File: config.mk
export PLATFORM = sky130hd
export DESIGN_NAME = alu_arbiter
export DESIGN_NICKNAME = d
export VERILOG_FILES = /design/src/rtl/alu_arbiter.sv
export SDC_FILE = /design/constraint.sdc
export NUM_CORES = 1
export LEC_CHECK = 0
export CAP_MARGIN = 20
export CORE_MARGIN = 4
export CORE_UTILIZATION = 40
export CTS_CLUSTER_SIZE = 20
export DETAILED_ROUTE_END_ITERATION = 8
export PLACE_DENSITY = 0.82
export SETUP_SLACK_MARGIN = 0.4
export SYNTH_ARGS = -nofsm -noshare
export SYNTH_HDL_FRONTEND = slang
export SYNTH_SLANG_ARGS = --single-unit
File: constraint.sdc
create_clock -name clk -period 2.76 [get_ports clk]
set_input_delay 0.414 -clock clk [delete_from_list [all_inputs] [get_ports clk]]
set_output_delay 0.414 -clock clk [all_outputs]
set_load 0.05 [all_outputs]
File: src/rtl/alu_arbiter.sv
// Purpose : arbitrates two requesters onto one shared combinational ALU; one operation in flight.
// Latency : accept -> LAT EXEC cycles -> response valid on the following cycle.
// Backpressure: response held stable until owner RspNReady; no new accept until the RESP handshake completes.
//
// Ports:
//   clk, rst_n                      clock, async active-low reset
//   ReqN{Valid,SrcA,SrcB,Ctrl}      request from requester N (N = 0,1)
//   ReqNReady                       requester N accepted this cycle
//   RspNValid / RspNReady           response handshake for requester N
//   RspResult, RspZero, RspErr      shared response bus
//   SrcA, SrcB, ALUControl          drive the shared ALU (from operand registers only)
//   ALUResult, Zero                 shared ALU outputs
// Config macro: ALU_ARB_RR_EN  (defined: round-robin on contention; undefined: Req0 fixed priority)

module alu_arbiter #(
    parameter int unsigned LAT = 1
) (
    input  logic        clk,
    input  logic        rst_n,
    input  logic        Req0Valid,
    input  logic        Req1Valid,
    input  logic [31:0] Req0SrcA,
    input  logic [31:0] Req1SrcA,
    input  logic [31:0] Req0SrcB,
    input  logic [31:0] Req1SrcB,
    input  logic [2:0]  Req0Ctrl,
    input  logic [2:0]  Req1Ctrl,
    output logic        Req0Ready,
    output logic        Req1Ready,
    output logic        Rsp0Valid,
    output logic        Rsp1Valid,
    input  logic        Rsp0Ready,
    input  logic        Rsp1Ready,
    output logic [31:0] RspResult,
    output logic        RspZero,
    output logic        RspErr,
    output logic [31:0] SrcA,
    output logic [31:0] SrcB,
    output logic [2:0]  ALUControl,
    input  logic [31:0] ALUResult,
    input  logic        Zero
);

    typedef enum logic [1:0] {IDLE, EXEC, RESP} state_t;

    localparam logic [3:0] CNT_INIT = 4'(LAT - 1);

    state_t      state;
    logic        owner;
    logic [3:0]  cnt;
    logic [31:0] src_a_q;
    logic [31:0] src_b_q;
    logic [2:0]  ctrl_q;
    logic        prio0;
    logic        grant0;
    logic        grant1;
    logic        ctrl_ok;
    logic        owner_rdy;

`ifdef ALU_ARB_RR_EN
    // ptr holds the last served requester; contention goes to the other one.
    logic ptr;
    assign prio0 = ptr;
`else
    assign prio0 = 1'b1;
`endif

    assign grant0 = Req0Valid & (~Req1Valid | prio0);
    assign grant1 = Req1Valid & (~Req0Valid | ~prio0);

    assign Req0Ready = (state == IDLE) & grant0;
    assign Req1Ready = (state == IDLE) & grant1;

    assign SrcA       = src_a_q;
    assign SrcB       = src_b_q;
    assign ALUControl = ctrl_q;

    // 011 and 111 are not ALU operations; they are still accepted but answered with an error.
    assign ctrl_ok   = (ctrl_q != 3'b011) && (ctrl_q != 3'b111);
    assign owner_rdy = owner ? Rsp1Ready : Rsp0Ready;

    always_ff @(posedge clk or negedge rst_n) begin
        if (!rst_n) begin
            state     <= IDLE;
            owner     <= 1'b0;
            cnt       <= 4'd0;
            src_a_q   <= 32'd0;
            src_b_q   <= 32'd0;
            ctrl_q    <= 3'b000;
            Rsp0Valid <= 1'b0;
            Rsp1Valid <= 1'b0;
            RspResult <= 32'd0;
            RspZero   <= 1'b1;
            RspErr    <= 1'b0;
`ifdef ALU_ARB_RR_EN
            ptr       <= 1'b1;
`endif
        end else begin
            case (state)
                IDLE: begin
                    if (Req0Ready || Req1Ready) begin
                        src_a_q <= Req1Ready ? Req1SrcA : Req0SrcA;
                        src_b_q <= Req1Ready ? Req1SrcB : Req0SrcB;
                        ctrl_q  <= Req1Ready ? Req1Ctrl : Req0Ctrl;
                        owner   <= Req1Ready;
                        cnt     <= CNT_INIT;
                        state   <= EXEC;
                    end
                end
                EXEC: begin
                    if (cnt == 4'd0) begin
                        if (ctrl_ok) begin
                            RspResult <= ALUResult;
                            RspZero   <= Zero;
                            RspErr    <= 1'b0;
                        end else begin
                            RspResult <= 32'd0;
                            RspZero   <= 1'b1;
                            RspErr    <= 1'b1;
                        end
                        Rsp0Valid <= ~owner;
                        Rsp1Valid <= owner;
                        state     <= RESP;
                    end else begin
                        cnt <= cnt - 4'd1;
                    end
                end
                RESP: begin
                    if (owner_rdy) begin
                        Rsp0Valid <= 1'b0;
                        Rsp1Valid <= 1'b0;
                        state     <= IDLE;
`ifdef ALU_ARB_RR_EN
                        ptr       <= owner;
`endif
                    end
                end
                default: state <= IDLE;
            endcase
        end
    end

endmodule

==> out/qor_table.md <==
| Result | Reported |
|---|---|
| Cts repair resizes | 0 |
| Number of buffers inserted during clock tree synthesis | 9 |
| FF-to-FF Start | state[1] |
| Total Negative Setup Slacks | 0 ps |
| Min-delay worst type | flip-flop to flip-flop |
| Area occupied by registers | 2750 um^2 |
| Max Fclk | 445 MHz |
| Final worst-path cycle share | 0.814 |
| Horiz. Die Dim | 122 um |
| RD Place Congestion | 0.749 |
| Reported net switching power | 5.15 mW |
| Post-route antenna net violation count | 0 |
| Terminus of the critical flop-to-flop path | SrcB[7] |
| Cell internal pwr | 5.64 mW |
| Critical path start-end classification | flip-flop to output port |
| Overall routing resource usage | 0.200 |
| Sink count of the clock tree | 110 |
| Fin Clk Skew | 12.5 ps |
| Combinational share of power | 0.608 |
| Areal power density over the cells | 1280 nW/um^2 |
| Count of final max-slew check failures | 0 |
| Post-CTS Repair Setup Buffers | 0 |
| Worst Hold Path EP | SrcB[23] |
| Worst R2R Path Depth | 4 |
| WHS Path Cells | 1 |
| Number of cells in the design after placement | 845 |
| Maximum fanout count along the critical path | 70 |
| Via count of the first global-routing pass | 4460 |
| Post-detailed-route wirelength per cell | 17.9 um |
| Combined area of all synthesized cells | 5190 um^2 |
| Multi-input gate area | 2250 um^2 |
| # port buffers | 277 |
| Type of origin of the critical path | flip-flop |
| Router iterations before antenna repair | 4 |
| Critical path, cell by cell | nor4b_4, buf_12, buf_4 |
| Post-Syn Instances | 418 |
| Clk slew on worst S/H paths | 70 ps |
| Die Ht | 122 um |
| Crit path time final | 2250 ps |
| Pin count of the biggest net entering global routing | 71 |
| Worst Path Arrival | 1830 ps |
| Register-to-register path setup slack | 710 ps |
| Unrepaired setup endpoints after global routing | no |
| Initial Utilization | 0.410 |
| Number of top-level pins | 278 |
| Required @ worst endpoint | 2350 ps |
| Hold path startpoint | SrcB[23] |
| Kind of end point of the critical path | output port |
| Fillers | 972 |
| Run status | finished, final reports clean |
| Overall die area | 14900 um^2 |
| Diodes inserted | 0 |
| Number of buffers on the longest clock path | 2 |
| Max_cap viols | 0 |
| Vias after detailed routing | 4285 |
| Relative max-transition margin | 0.303 |
| Mean instance size in the synthesized netlist | 12.4 um^2 |
| TritonCTS clock tree | done |
| Core area | 12700 um^2 |
| Synth unique cells | 33 |
| Leak Pwr | 3.39 nW |
| CTS Root Cell | sky130_fd_sc_hd__clkbuf_16 |
| Maximum VDD drop | 0.000680 V |
| Clock group share of total power | 0.129 |
| Clk Latency, worst-skew pair | 340 ps |
| Max stage delay cell, worst path | sky130_fd_sc_hd__dfrtp_1 |
| Number of storage elements in the synthesis netlist | 110 |
| Switching power share of the total | 0.477 |
| H-tree depth | 3 |
| Num rows | 41 |
| Antenna violations before repair | 0 |
| Power share of the sequential group | 0.263 |
| Number of vias per cell after detailed routing | 4.97 |
| Total routed wirelength | 15.4 mm |
| Synth Warn # | 0 |
| Part of the Yosys area used for sequential elements | 0.530 |
| HPWL after detailed placement | 11.7 mm |
| Proportion of layout cells with a drive suffix above 1 | 0.203 |
| Slew at the pin with the worst max-slew slack | 1040 ps |
| Number of setup violations in the final report | 0 |
| Post-layout net count | 860 |
| # DRC | 0 |
| Drt first-iter violations | 168 |
| Beginning of the critical path | state[1] |
| Critical Path Max Stage Delay | 480 ps |
| Count of final hold-check violations | 0 |
| Aggregate global routing overflow | 0 |
| Synthesis-to-layout area growth | 62.4% |
| Net Count, Synth | 593 |
| Number of non-filler instances in the completed layout | 862 |
| Global-route wire length before repair | 23.5 mm |
[state kept, by name, summed over array words and instances (netlist names)]
name        count
RspResult      32
RspZero         1
Rsp0Valid       1
ALUControl      3
owner           1
SrcB           32
state           2
cnt             4
SrcA           32
Rsp1Valid       1
RspErr          1
[through the flow]
| stage | hold WS (ps) | power [mW] | util | worst slack (ps) | area (um^2) |
|---|---|---|---|---|---|
| 2_1_floorplan | 118 | 7.16 | - | 477 | 5190 |
| 3_3_place_gp | 320 | 9.33 | 0.639 | 421 | 8100 |
| 3_5_place_dp | 326 | 9.51 | 0.639 | 361 | 8100 |
| 4_1_cts | 491 | 10.9 | 0.666 | 476 | 8430 |
| 5_1_grt | 508 | 11.3 | 0.666 | 430 | 8430 |
| 6_report | 486 | 10.8 | 0.666 | 513 | 8430 |
[cell type report]
class                   count  area share
flip-flops and latches    110       0.327
inverters                   5     0.00223
repair buffers            285       0.341
clock inverters             7      0.0114
clock buffers               9      0.0267
well taps                 172      0.0255
multi-input cells         274       0.266
[cell usage in the layout (no fill, tap or decap), types with 2 or more instances in the layout]
master and n:
sky130_fd_sc_hd__o21ai_1 2, sky130_fd_sc_hd__mux2_1 23, sky130_fd_sc_hd__buf_4 6, sky130_fd_sc_hd__nand3b_1 3, sky130_fd_sc_hd__inv_1 5, sky130_fd_sc_hd__bufinv_16 2, sky130_fd_sc_hd__nand2_1 36, sky130_fd_sc_hd__o211ai_1 2
sky130_fd_sc_hd__o21ai_0 73, sky130_fd_sc_hd__mux2i_1 2, sky130_fd_sc_hd__nor3b_1 2, sky130_fd_sc_hd__clkinvlp_4 3, sky130_fd_sc_hd__nor2b_1 3, sky130_fd_sc_hd__buf_12 4, sky130_fd_sc_hd__ha_1 2, sky130_fd_sc_hd__mux2_2 109
sky130_fd_sc_hd__clkdlybuf4s50_1 274, sky130_fd_sc_hd__a22oi_1 2, sky130_fd_sc_hd__clkbuf_16 9, sky130_fd_sc_hd__dfrtp_1 109, sky130_fd_sc_hd__nand3_1 2
[what timing repair did]
action / CTS / global route
hold buffers: 1 / 0
hold endpoints to repair: 20 / 0
setup endpoints to repair: 0 / 0
[power groups by stage]
| stage | clock network (mW) | registers, mW | logic, mW |
|---|---|---|---|
| after global placement | 0 | 2.83 | 6.50 |
| after detailed placement | 0 | 2.88 | 6.63 |
| after floorplan | 0 | 5.44 | 1.73 |
| final | 1.39 | 2.84 | 6.57 |
| after global routing | 1.50 | 2.95 | 6.90 |
| after CTS | 1.43 | 2.85 | 6.65 |
[synthesized netlist by cell type]
| master | n | area (um^2) |
|---|---|---|
| sky130_fd_sc_hd__dfrtp_1 | 109 | 2730 |
| sky130_fd_sc_hd__mux2_2 | 109 | 1230 |
| sky130_fd_sc_hd__o21ai_0 | 73 | 365 |
| sky130_fd_sc_hd__nand2_1 | 36 | 135 |
| sky130_fd_sc_hd__mux2_1 | 23 | 259 |
| sky130_fd_sc_hd__clkbuf_1 | 14 | 52.6 |
| sky130_fd_sc_hd__buf_6 | 8 | 90.1 |
| sky130_fd_sc_hd__buf_2 | 6 | 30.0 |
| sky130_fd_sc_hd__inv_1 | 5 | 18.8 |
| sky130_fd_sc_hd__nand3b_1 | 3 | 22.5 |
| sky130_fd_sc_hd__nor2b_1 | 3 | 18.8 |
| sky130_fd_sc_hd__a22oi_1 | 2 | 15.0 |
| sky130_fd_sc_hd__ha_1 | 2 | 25.0 |
| sky130_fd_sc_hd__mux2i_1 | 2 | 20.0 |
| sky130_fd_sc_hd__nand3_1 | 2 | 10.0 |
| sky130_fd_sc_hd__nor3b_1 | 2 | 15.0 |
| sky130_fd_sc_hd__o211ai_1 | 2 | 15.0 |
| sky130_fd_sc_hd__o21ai_1 | 2 | 10.0 |
| sky130_fd_sc_hd__a21oi_1 | 1 | 5.00 |
| sky130_fd_sc_hd__buf_4 | 1 | 7.51 |
| sky130_fd_sc_hd__dfstp_2 | 1 | 26.3 |
| sky130_fd_sc_hd__nand2b_1 | 1 | 6.26 |
| sky130_fd_sc_hd__nor2_1 | 1 | 3.75 |
| sky130_fd_sc_hd__nor2_2 | 1 | 6.26 |
| sky130_fd_sc_hd__nor4b_4 | 1 | 23.8 |
| sky130_fd_sc_hd__o21bai_1 | 1 | 7.51 |
| sky130_fd_sc_hd__o221ai_1 | 1 | 8.76 |
| sky130_fd_sc_hd__o22ai_1 | 1 | 6.26 |
| sky130_fd_sc_hd__o31ai_1 | 1 | 7.51 |
| sky130_fd_sc_hd__or2_2 | 1 | 6.26 |
| sky130_fd_sc_hd__or3_1 | 1 | 6.26 |
| sky130_fd_sc_hd__or3b_2 | 1 | 8.76 |
| sky130_fd_sc_hd__or4_1 | 1 | 7.51 |
[cells by family (layout without fill, tap and decap cells)]
kind of cell,Yosys count,after routing,share of synthesized area
buffers and inverters,34,306,0.0383
multiplexers,134,134,0.290
flip-flops,110,110,0.530
adder cells (fa/ha/maj),2,2,0.00482
AND/OR/NAND/NOR,54,54,0.0520
AO/OA/AOI/OAI,84,84,0.0848
[worst max-delay path: cells and delay by family, from the launching register on]
kind                   cells  cell delay, ps
buffers and inverters      2             610
DFF                        1             480
and+or+nand+nor            1             370
[worst max path at each step]
stage,cells after the start,slack [ps],end
5_1_grt,3,430,Req1Ready
4_1_cts,3,480,Req1Ready
2_1_floorplan,4,480,SrcA[23]
3_5_place_dp,5,360,SrcB[21]
3_3_place_gp,5,420,SrcB[23]
6_report,3,510,Req1Ready
[per-layer routing]
metal / GRT usage / routed length, um
met5: 0 / 0
met4: 0.0658 / 367
met3: 0.0650 / 1280
met2: 0.364 / 8070
met1: 0.220 / 5690
(Power assumes the default switching activity.)
